**src/rtl/explosion_scheduler_pkg.sv**
```systemverilog
// Shared types and sizing for the explosion scheduler.
// The optional pending buffer in the top level is enabled by defining EXPL_PENDING_EN.
package explosion_pkg;

    localparam int NUM_REQ    = 4;
    localparam int NUM_SLOTS  = 4;
    localparam int NUM_FRAMES = 8;
    localparam int FRAME_HOLD = 4;
    localparam int SPR_LOG2   = 5;

    localparam int SPR_EDGE = 2 ** SPR_LOG2;
    localparam int FRAME_W  = $clog2(NUM_FRAMES);
    localparam int SUB_W    = (FRAME_HOLD > 1) ? $clog2(FRAME_HOLD) : 1;
    localparam int ADDR_W   = FRAME_W + 2 * SPR_LOG2;
    localparam int CNT_W    = $clog2(NUM_SLOTS) + 1;

    typedef enum logic {
        SLOT_IDLE   = 1'b0,
        SLOT_ACTIVE = 1'b1
    } slot_state_e;

    typedef struct packed {
        slot_state_e        active;
        logic [9:0]         x;
        logic [9:0]         y;
        logic [FRAME_W-1:0] frame;
        logic [SUB_W-1:0]   sub;
    } slot_t;

    // Sprite ROM address layout: {frame, dy, dx}.
    function automatic logic [ADDR_W-1:0] pack_addr(
        input logic [FRAME_W-1:0]  frame,
        input logic [SPR_LOG2-1:0] dy,
        input logic [SPR_LOG2-1:0] dx
    );
        return {frame, dy, dx};
    endfunction

endpackage

```
**src/rtl/explosion_scheduler_rr_arbiter.sv**
```systemverilog
// Round-robin arbiter: one-hot grant, search starts at the pointer,
// pointer moves to the slot after the winner.
module rr_arbiter #(
    parameter int NUM_REQ = 4
) (
    input  logic               Clk,
    input  logic               Reset_n,
    input  logic [NUM_REQ-1:0] req,
    input  logic               enable,
    output logic [NUM_REQ-1:0] grant
);
    localparam int PTR_W = (NUM_REQ > 1) ? $clog2(NUM_REQ) : 1;

    logic [PTR_W-1:0] ptr_q;
    logic [PTR_W-1:0] ptr_d;

    // Scan farthest offset first so the nearest requester from the pointer wins.
    always_comb begin
        grant = '0;
        ptr_d = ptr_q;
        if (enable) begin
            for (int k = NUM_REQ - 1; k >= 0; k--) begin
                if (req[(int'(ptr_q) + k) % NUM_REQ]) begin
                    grant = '0;
                    grant[(int'(ptr_q) + k) % NUM_REQ] = 1'b1;
                    ptr_d = PTR_W'((int'(ptr_q) + k + 1) % NUM_REQ);
                end
            end
        end
    end

    always_ff @(posedge Clk or negedge Reset_n) begin
        if (!Reset_n) begin
            ptr_q <= '0;
        end else begin
            ptr_q <= ptr_d;
        end
    end

endmodule

```
**src/rtl/explosion_scheduler.sv**
```systemverilog
// Explosion slot allocator, animation sequencer and per-pixel sprite lookup.
// Define EXPL_PENDING_EN to add a one-entry buffer instead of dropping requests when all slots are busy.
module explosion_scheduler
    import explosion_pkg::*;
(
    input  logic                     Clk,
    input  logic                     Reset_n,
    input  logic                     frame_start,
    input  logic [NUM_REQ-1:0]       req,
    input  logic [NUM_REQ-1:0][9:0]  req_x,
    input  logic [NUM_REQ-1:0][9:0]  req_y,
    output logic [NUM_REQ-1:0]       ack,
    output logic                     drop,
    input  logic [9:0]               DrawX,
    input  logic [9:0]               DrawY,
    output logic                     expl_hit,
    output logic [ADDR_W-1:0]        expl_addr,
    output logic [CNT_W-1:0]         active_cnt
);
    localparam int SLOT_W = (NUM_SLOTS > 1) ? $clog2(NUM_SLOTS) : 1;

    slot_t                       slot_q [NUM_SLOTS];
    slot_t                       slot_d [NUM_SLOTS];
    logic [NUM_REQ-1:0]          ack_q, ack_d;
    logic                        drop_q, drop_d;
    logic                        hit_q, hit_d;
    logic [ADDR_W-1:0]           addr_q, addr_d;
    logic [CNT_W-1:0]            cnt_q, cnt_d;
    logic [NUM_REQ-1:0]          grant, arb_req;
    logic                        arb_en, free_any, alloc_v;
    logic [SLOT_W-1:0]           free_idx;
    logic [9:0]                  gnt_x, gnt_y, alloc_x, alloc_y;
    logic [NUM_SLOTS-1:0][9:0]   dx, dy;
    logic [NUM_SLOTS-1:0]        slot_hit;

`ifdef EXPL_PENDING_EN
    logic       pend_v_q, pend_v_d;
    logic [9:0] pend_x_q, pend_x_d, pend_y_q, pend_y_d;
    assign arb_en = ~pend_v_q;
`else
    assign arb_en = 1'b1;
`endif

    // A requester still sees its ack this cycle and has not yet dropped req.
    assign arb_req = req & ~ack_q;

    rr_arbiter #(.NUM_REQ(NUM_REQ)) u_arb (
        .Clk     (Clk),
        .Reset_n (Reset_n),
        .req     (arb_req),
        .enable  (arb_en),
        .grant   (grant)
    );

    always_comb begin
        free_any = 1'b0;
        free_idx = '0;
        for (int s = NUM_SLOTS - 1; s >= 0; s--) begin
            if (slot_q[s].active == SLOT_IDLE) begin
                free_any = 1'b1;
                free_idx = SLOT_W'(s);
            end
        end
        gnt_x = '0;
        gnt_y = '0;
        for (int i = 0; i < NUM_REQ; i++) begin
            if (grant[i]) begin
                gnt_x = req_x[i];
                gnt_y = req_y[i];
            end
        end
    end

    always_comb begin
        ack_d   = grant;
        drop_d  = 1'b0;
        alloc_v = 1'b0;
        alloc_x = gnt_x;
        alloc_y = gnt_y;
`ifdef EXPL_PENDING_EN
        pend_v_d = pend_v_q;
        pend_x_d = pend_x_q;
        pend_y_d = pend_y_q;
        if (pend_v_q && free_any) begin
            alloc_v  = 1'b1;
            alloc_x  = pend_x_q;
            alloc_y  = pend_y_q;
            pend_v_d = 1'b0;
        end else if ((|grant) && free_any) begin
            alloc_v = 1'b1;
        end else if (|grant) begin
            pend_v_d = 1'b1;
            pend_x_d = gnt_x;
            pend_y_d = gnt_y;
        end
`else
        alloc_v = (|grant) && free_any;
        drop_d  = (|grant) && !free_any;
`endif
        for (int s = 0; s < NUM_SLOTS; s++) begin
            slot_d[s] = slot_q[s];
            if (frame_start && slot_q[s].active == SLOT_ACTIVE) begin
                if (slot_q[s].sub == SUB_W'(FRAME_HOLD - 1)) begin
                    slot_d[s].sub = '0;
                    if (slot_q[s].frame == FRAME_W'(NUM_FRAMES - 1)) begin
                        slot_d[s].active = SLOT_IDLE;
                    end else begin
                        slot_d[s].frame = slot_q[s].frame + 1'b1;
                    end
                end else begin
                    slot_d[s].sub = slot_q[s].sub + 1'b1;
                end
            end
        end
        // The chosen slot was idle, so the frame_start update above never touches it.
        if (alloc_v) begin
            slot_d[free_idx] = '{active: SLOT_ACTIVE, x: alloc_x, y: alloc_y, frame: '0, sub: '0};
        end
    end

    for (genvar gi = 0; gi < NUM_SLOTS; gi++) begin : g_cmp
        assign dx[gi]       = DrawX - slot_q[gi].x;
        assign dy[gi]       = DrawY - slot_q[gi].y;
        assign slot_hit[gi] = (slot_q[gi].active == SLOT_ACTIVE) &&
                              (dx[gi] < 10'(SPR_EDGE)) && (dy[gi] < 10'(SPR_EDGE));
    end

    always_comb begin
        hit_d  = 1'b0;
        addr_d = '0;
        for (int s = NUM_SLOTS - 1; s >= 0; s--) begin
            if (slot_hit[s]) begin
                hit_d  = 1'b1;
                addr_d = pack_addr(slot_q[s].frame, dy[s][SPR_LOG2-1:0], dx[s][SPR_LOG2-1:0]);
            end
        end
    end

    always_comb begin
        cnt_d = '0;
        for (int s = 0; s < NUM_SLOTS; s++) begin
            cnt_d = cnt_d + CNT_W'(slot_d[s].active == SLOT_ACTIVE);
        end
    end

    always_ff @(posedge Clk or negedge Reset_n) begin
        if (!Reset_n) begin
            for (int s = 0; s < NUM_SLOTS; s++) begin
                slot_q[s] <= '0;
            end
            ack_q  <= '0;
            drop_q <= 1'b0;
            hit_q  <= 1'b0;
            addr_q <= '0;
            cnt_q  <= '0;
`ifdef EXPL_PENDING_EN
            pend_v_q <= 1'b0;
            pend_x_q <= '0;
            pend_y_q <= '0;
`endif
        end else begin
            for (int s = 0; s < NUM_SLOTS; s++) begin
                slot_q[s] <= slot_d[s];
            end
            ack_q  <= ack_d;
            drop_q <= drop_d;
            hit_q  <= hit_d;
            addr_q <= addr_d;
            cnt_q  <= cnt_d;
`ifdef EXPL_PENDING_EN
            pend_v_q <= pend_v_d;
            pend_x_q <= pend_x_d;
            pend_y_q <= pend_y_d;
`endif
        end
    end

    assign ack        = ack_q;
    assign drop       = drop_q;
    assign expl_hit   = hit_q;
    assign expl_addr  = addr_q;
    assign active_cnt = cnt_q;

endmodule

```
**config.mk**
```make
export PLATFORM = sky130hd
export DESIGN_NAME = explosion_scheduler
export DESIGN_NICKNAME = d
export VERILOG_FILES = /design/src/rtl/explosion_scheduler_pkg.sv /design/src/rtl/explosion_scheduler_rr_arbiter.sv /design/src/rtl/explosion_scheduler.sv
export SDC_FILE = /design/constraint.sdc
export NUM_CORES = 1
export LEC_CHECK = 0
export CORE_MARGIN = 2
export CORE_UTILIZATION = 40
export DETAILED_ROUTE_END_ITERATION = 8
export SYNTH_ARGS = -nofsm -noshare
export SYNTH_HDL_FRONTEND = slang
export SYNTH_SLANG_ARGS = --single-unit
```
**constraint.sdc**
```tcl
create_clock -name Clk -period 8.5 [get_ports Clk]
set_input_delay 0.85 -clock Clk [delete_from_list [all_inputs] [get_ports Clk]]
set_output_delay 0.85 -clock Clk [all_outputs]
set_load 0.01 [all_outputs]
```
==> qor.txt <==
status - complete, no violations
Synth Area in XOR/XNOR - 3.336%
Worst R2R Setup Slack - 3.45 ns
crit-path max FO - 43
largest net degree at the start of global routing - 68
FMAX - 197.9 MHz
Hold Crit Class - input port to asynchronous set/reset pin
Synth Area in Simple Gates - 17.55%
Synth Area in Adders - 12.97%
WL final - 30.08 mm
number of H-tree levels - 4
Iteration-0 DRC Markers - 581
Main synth FF type - dfrtp_1
max-slew violations - 0
final worst-path cycle share - 59.46%
vias in the first global route - 8890
First-pass DRT Iterations - 6
final hold vios - 0
Worst setup EP type - flip-flop
Avg Vias per Cell - 5.576
Max clock buf depth - 2
Num CTS Buffers - 17
Buf+Inv Stages, Crit Path - 1
share of cells above drive strength 1 - 5.909%
Seq/Total Area, Yosys - 32.11%
Arrival @ worst endpoint - 5.37 ns
EDFF count, synth - 0
asr flop ratio synth - 100.0%
Detailed Place HPWL - 22.77 mm
Yosys reg bits - 128
CTS sink count - 128
minimum clock period - 5.054 ns
Slowest Stage Delay on Critical Path - 0.79 ns
critical path's slowest cell - o41ai_4
Die W - 161.9 um
# rows - 57
Sw Ratio - 49.98%
max-cap check violation count - 0
syn_nets - 1405
Core Region - 0.02439 mm2
FILL cells - 2379
post-synthesis mux area share - 3.412%
power share of the clock group - 14.0%
GP Congestion - 0.9034
required time worst endpoint - 8.82 ns
CP Launch Type - flip-flop
buffers added on ports - 128
commonest non-fill, non-tap cell in the layout - a21oi_1
relative slew slack - 27.70%
CTS Root Cell - clkbuf_16
Pleak - 0.005345 uW
post-DR wirelength/cell - 18.30 um
CTS clk-pin slew, worst paths - 0.06 ns
cells after synthesis - 1200
Seq pwr share - 21.7%
CP Launch Point - u_arb.ptr_q[0]
Yosys Warn Count - 0
worst r2r dst - active_cnt[1]
switching power - 2461 uW
Post-DP Area - 0.01155 mm2
RSZ-0062 raised after global routing - no
Die Height - 161.9 um
cells along the critical path - inv_2 -> ha_1 -> nor2b_1 -> nand4_1 -> a21oi_1 -> or2_2 -> a221o_2 -> o41ai_4 -> nor2_1 -> nor2_1 -> a31oi_1 -> fa_1 -> ha_1 -> ha_1
Cell variety after synth - 71
Tot Pwr - 4923 uW
pwr/cell area - 406.8 mW/mm2
commonest cells after routing, fill and taps aside - a21oi_1 (181), nor2_1 (160), dfrtp_1 (128)
Via Count - 9167
worst slew pin tran - 1.057 ns
setup bufs post-CTS - 0
endpoints failing setup - 0
cell mode on critical path - ha_1
worst skew pair latency - 0.43 ns
Final TNS setup - 0 ns
# IOs - 129
ant diodes - 0
CTS tree - built
GRT Residual Overflow - 0
DR DRC count - 0
CTS Hold Buffers Added - 0
Mean Syn Cell Area - 8.313 um2
Final Cell Area - 0.01210 mm2
Peak VDD IR - 383.9 uV
R2R depth - 14
Layout Utilization - 49.62%
RR Startpoint - u_arb.ptr_q[0]
die area - 0.02622 mm2
largest family of logic cells by synthesized area - compound AO/OA/AOI/OAI gates
Pint - 2463 uW
synthesis-to-layout area growth - 21.31%
Crit Path Category - flip-flop to flip-flop
Synth Area in Compound Gates - 24.09%
Largest delay share family, worst path - compound AO/OA/AOI/OAI gates
first-pass GRT wire length - 47.47 mm
Netlist Area Pre-Place - 0.009976 mm2
GRT Total Usage - 23.33%
Comb power frac - 64.4%
initial antenna violation count - 1
Routed Antenna Nets - 0
post_cts resized - 0
Final nets - 1512
clock skew - 0.01127 ns
initial core utilization - 40.90%
-- cell usage after synthesis (4+ instances only) --
cell type | count | area [um2]
mux2_2 | 7 | 78.83
or4_1 | 4 | 30.03
clkbuf_1 | 34 | 127.6
a221oi_1 | 25 | 219.0
dfrtp_1 | 128 | 3203
nor3_1 | 21 | 105.1
o21ai_0 | 43 | 215.2
o211ai_1 | 4 | 30.03
mux4_2 | 4 | 90.09
buf_2 | 8 | 40.04
o31a_1 | 5 | 43.79
nor2b_1 | 19 | 118.9
a31oi_1 | 13 | 81.33
a31o_2 | 4 | 35.03
nor2_1 | 162 | 608.1
nand4b_1 | 7 | 61.31
a21boi_0 | 4 | 30.03
buf_4 | 8 | 60.06
xnor2_1 | 23 | 201.4
o22ai_1 | 6 | 37.54
fa_1 | 9 | 180.2
and2_1 | 4 | 25.02
and3_1 | 4 | 25.02
inv_1 | 111 | 416.7
nand3_1 | 43 | 215.2
nand2_1 | 41 | 153.9
a211oi_1 | 10 | 75.07
nor4_1 | 4 | 25.02
nand2b_1 | 20 | 125.1
o31ai_1 | 4 | 30.03
mux2i_1 | 16 | 160.2
a21oi_1 | 181 | 905.9
or2_2 | 5 | 31.28
ha_1 | 89 | 1114
xor2_1 | 15 | 131.4
or3_1 | 7 | 43.79
nand4_1 | 11 | 68.82
o21a_1 | 25 | 187.7
a2111oi_0 | 6 | 52.55
a21o_1 | 12 | 90.09
-- area by class of cell --
cell class	instances	area [um2]	area share [%]
inverter	113	424.2	3.505
sequential	128	3203	26.47
multi-input combinational	909	6163	50.93
clock inverter	14	108.9	0.8995
timing repair buffer	138	1358	11.22
clock buffer	18	439.2	3.629
tap	324	405.4	3.350
-- worst max path at each step --
stage / endpoint / slack, ns / cells past startpoint
2_1_floorplan: active_cnt[1] / 4.30 / 13
3_3_place_gp: active_cnt[1] / 3.29 / 13
4_1_cts: active_cnt[1] / 3.48 / 14
3_5_place_dp: active_cnt[1] / 3.21 / 13
6_report: active_cnt[1] / 3.45 / 14
5_1_grt: active_cnt[1] / 3.17 / 14
-- cell families after synthesis --
logic type	after synthesis
AOI/OAI and AO/OA	380
xor gates and xnor gates	38
adders and majority gates	98
buffers and inverters	163
DFF	128
muxes	28
and+or+nand+nor	365
-- per-stage QoR --
| stage | hold slack [ns] | cells | setup slack, ns |
|---|---|---|---|
| floorplan | 0.4698 | 1200 | 4.296 |
| global placement | 0.4866 | 1612 | 3.293 |
| detailed placement | 0.5018 | 1612 | 3.207 |
| CTS | 0.4406 | 1644 | 3.477 |
| global route | 0.4599 | 1644 | 3.166 |
| finish | 0.4111 | 1644 | 3.446 |
-- power groups by stage --
stage	sequential (uW)	combinational (uW)	clock, uW
global placement	1070	3110	0
detailed placement	1080	3140	0
CTS	1070	3170	705
finish	1070	3170	689
global route	1110	3540	728
floorplan	1020	2290	0
-- metal layers --
layer	GRT usage (%)	vias to the layer above	share of wire, %	routed length, um
met5	0	-	0	0
met1	31.32	4378	46	13760
met4	6.074	0	1.6	470
met3	3.626	30	4.7	1421
li1	-	4534	-	-
met2	39.36	225	48	14430
No activity file was read; power rests on OpenSTA's default activity.
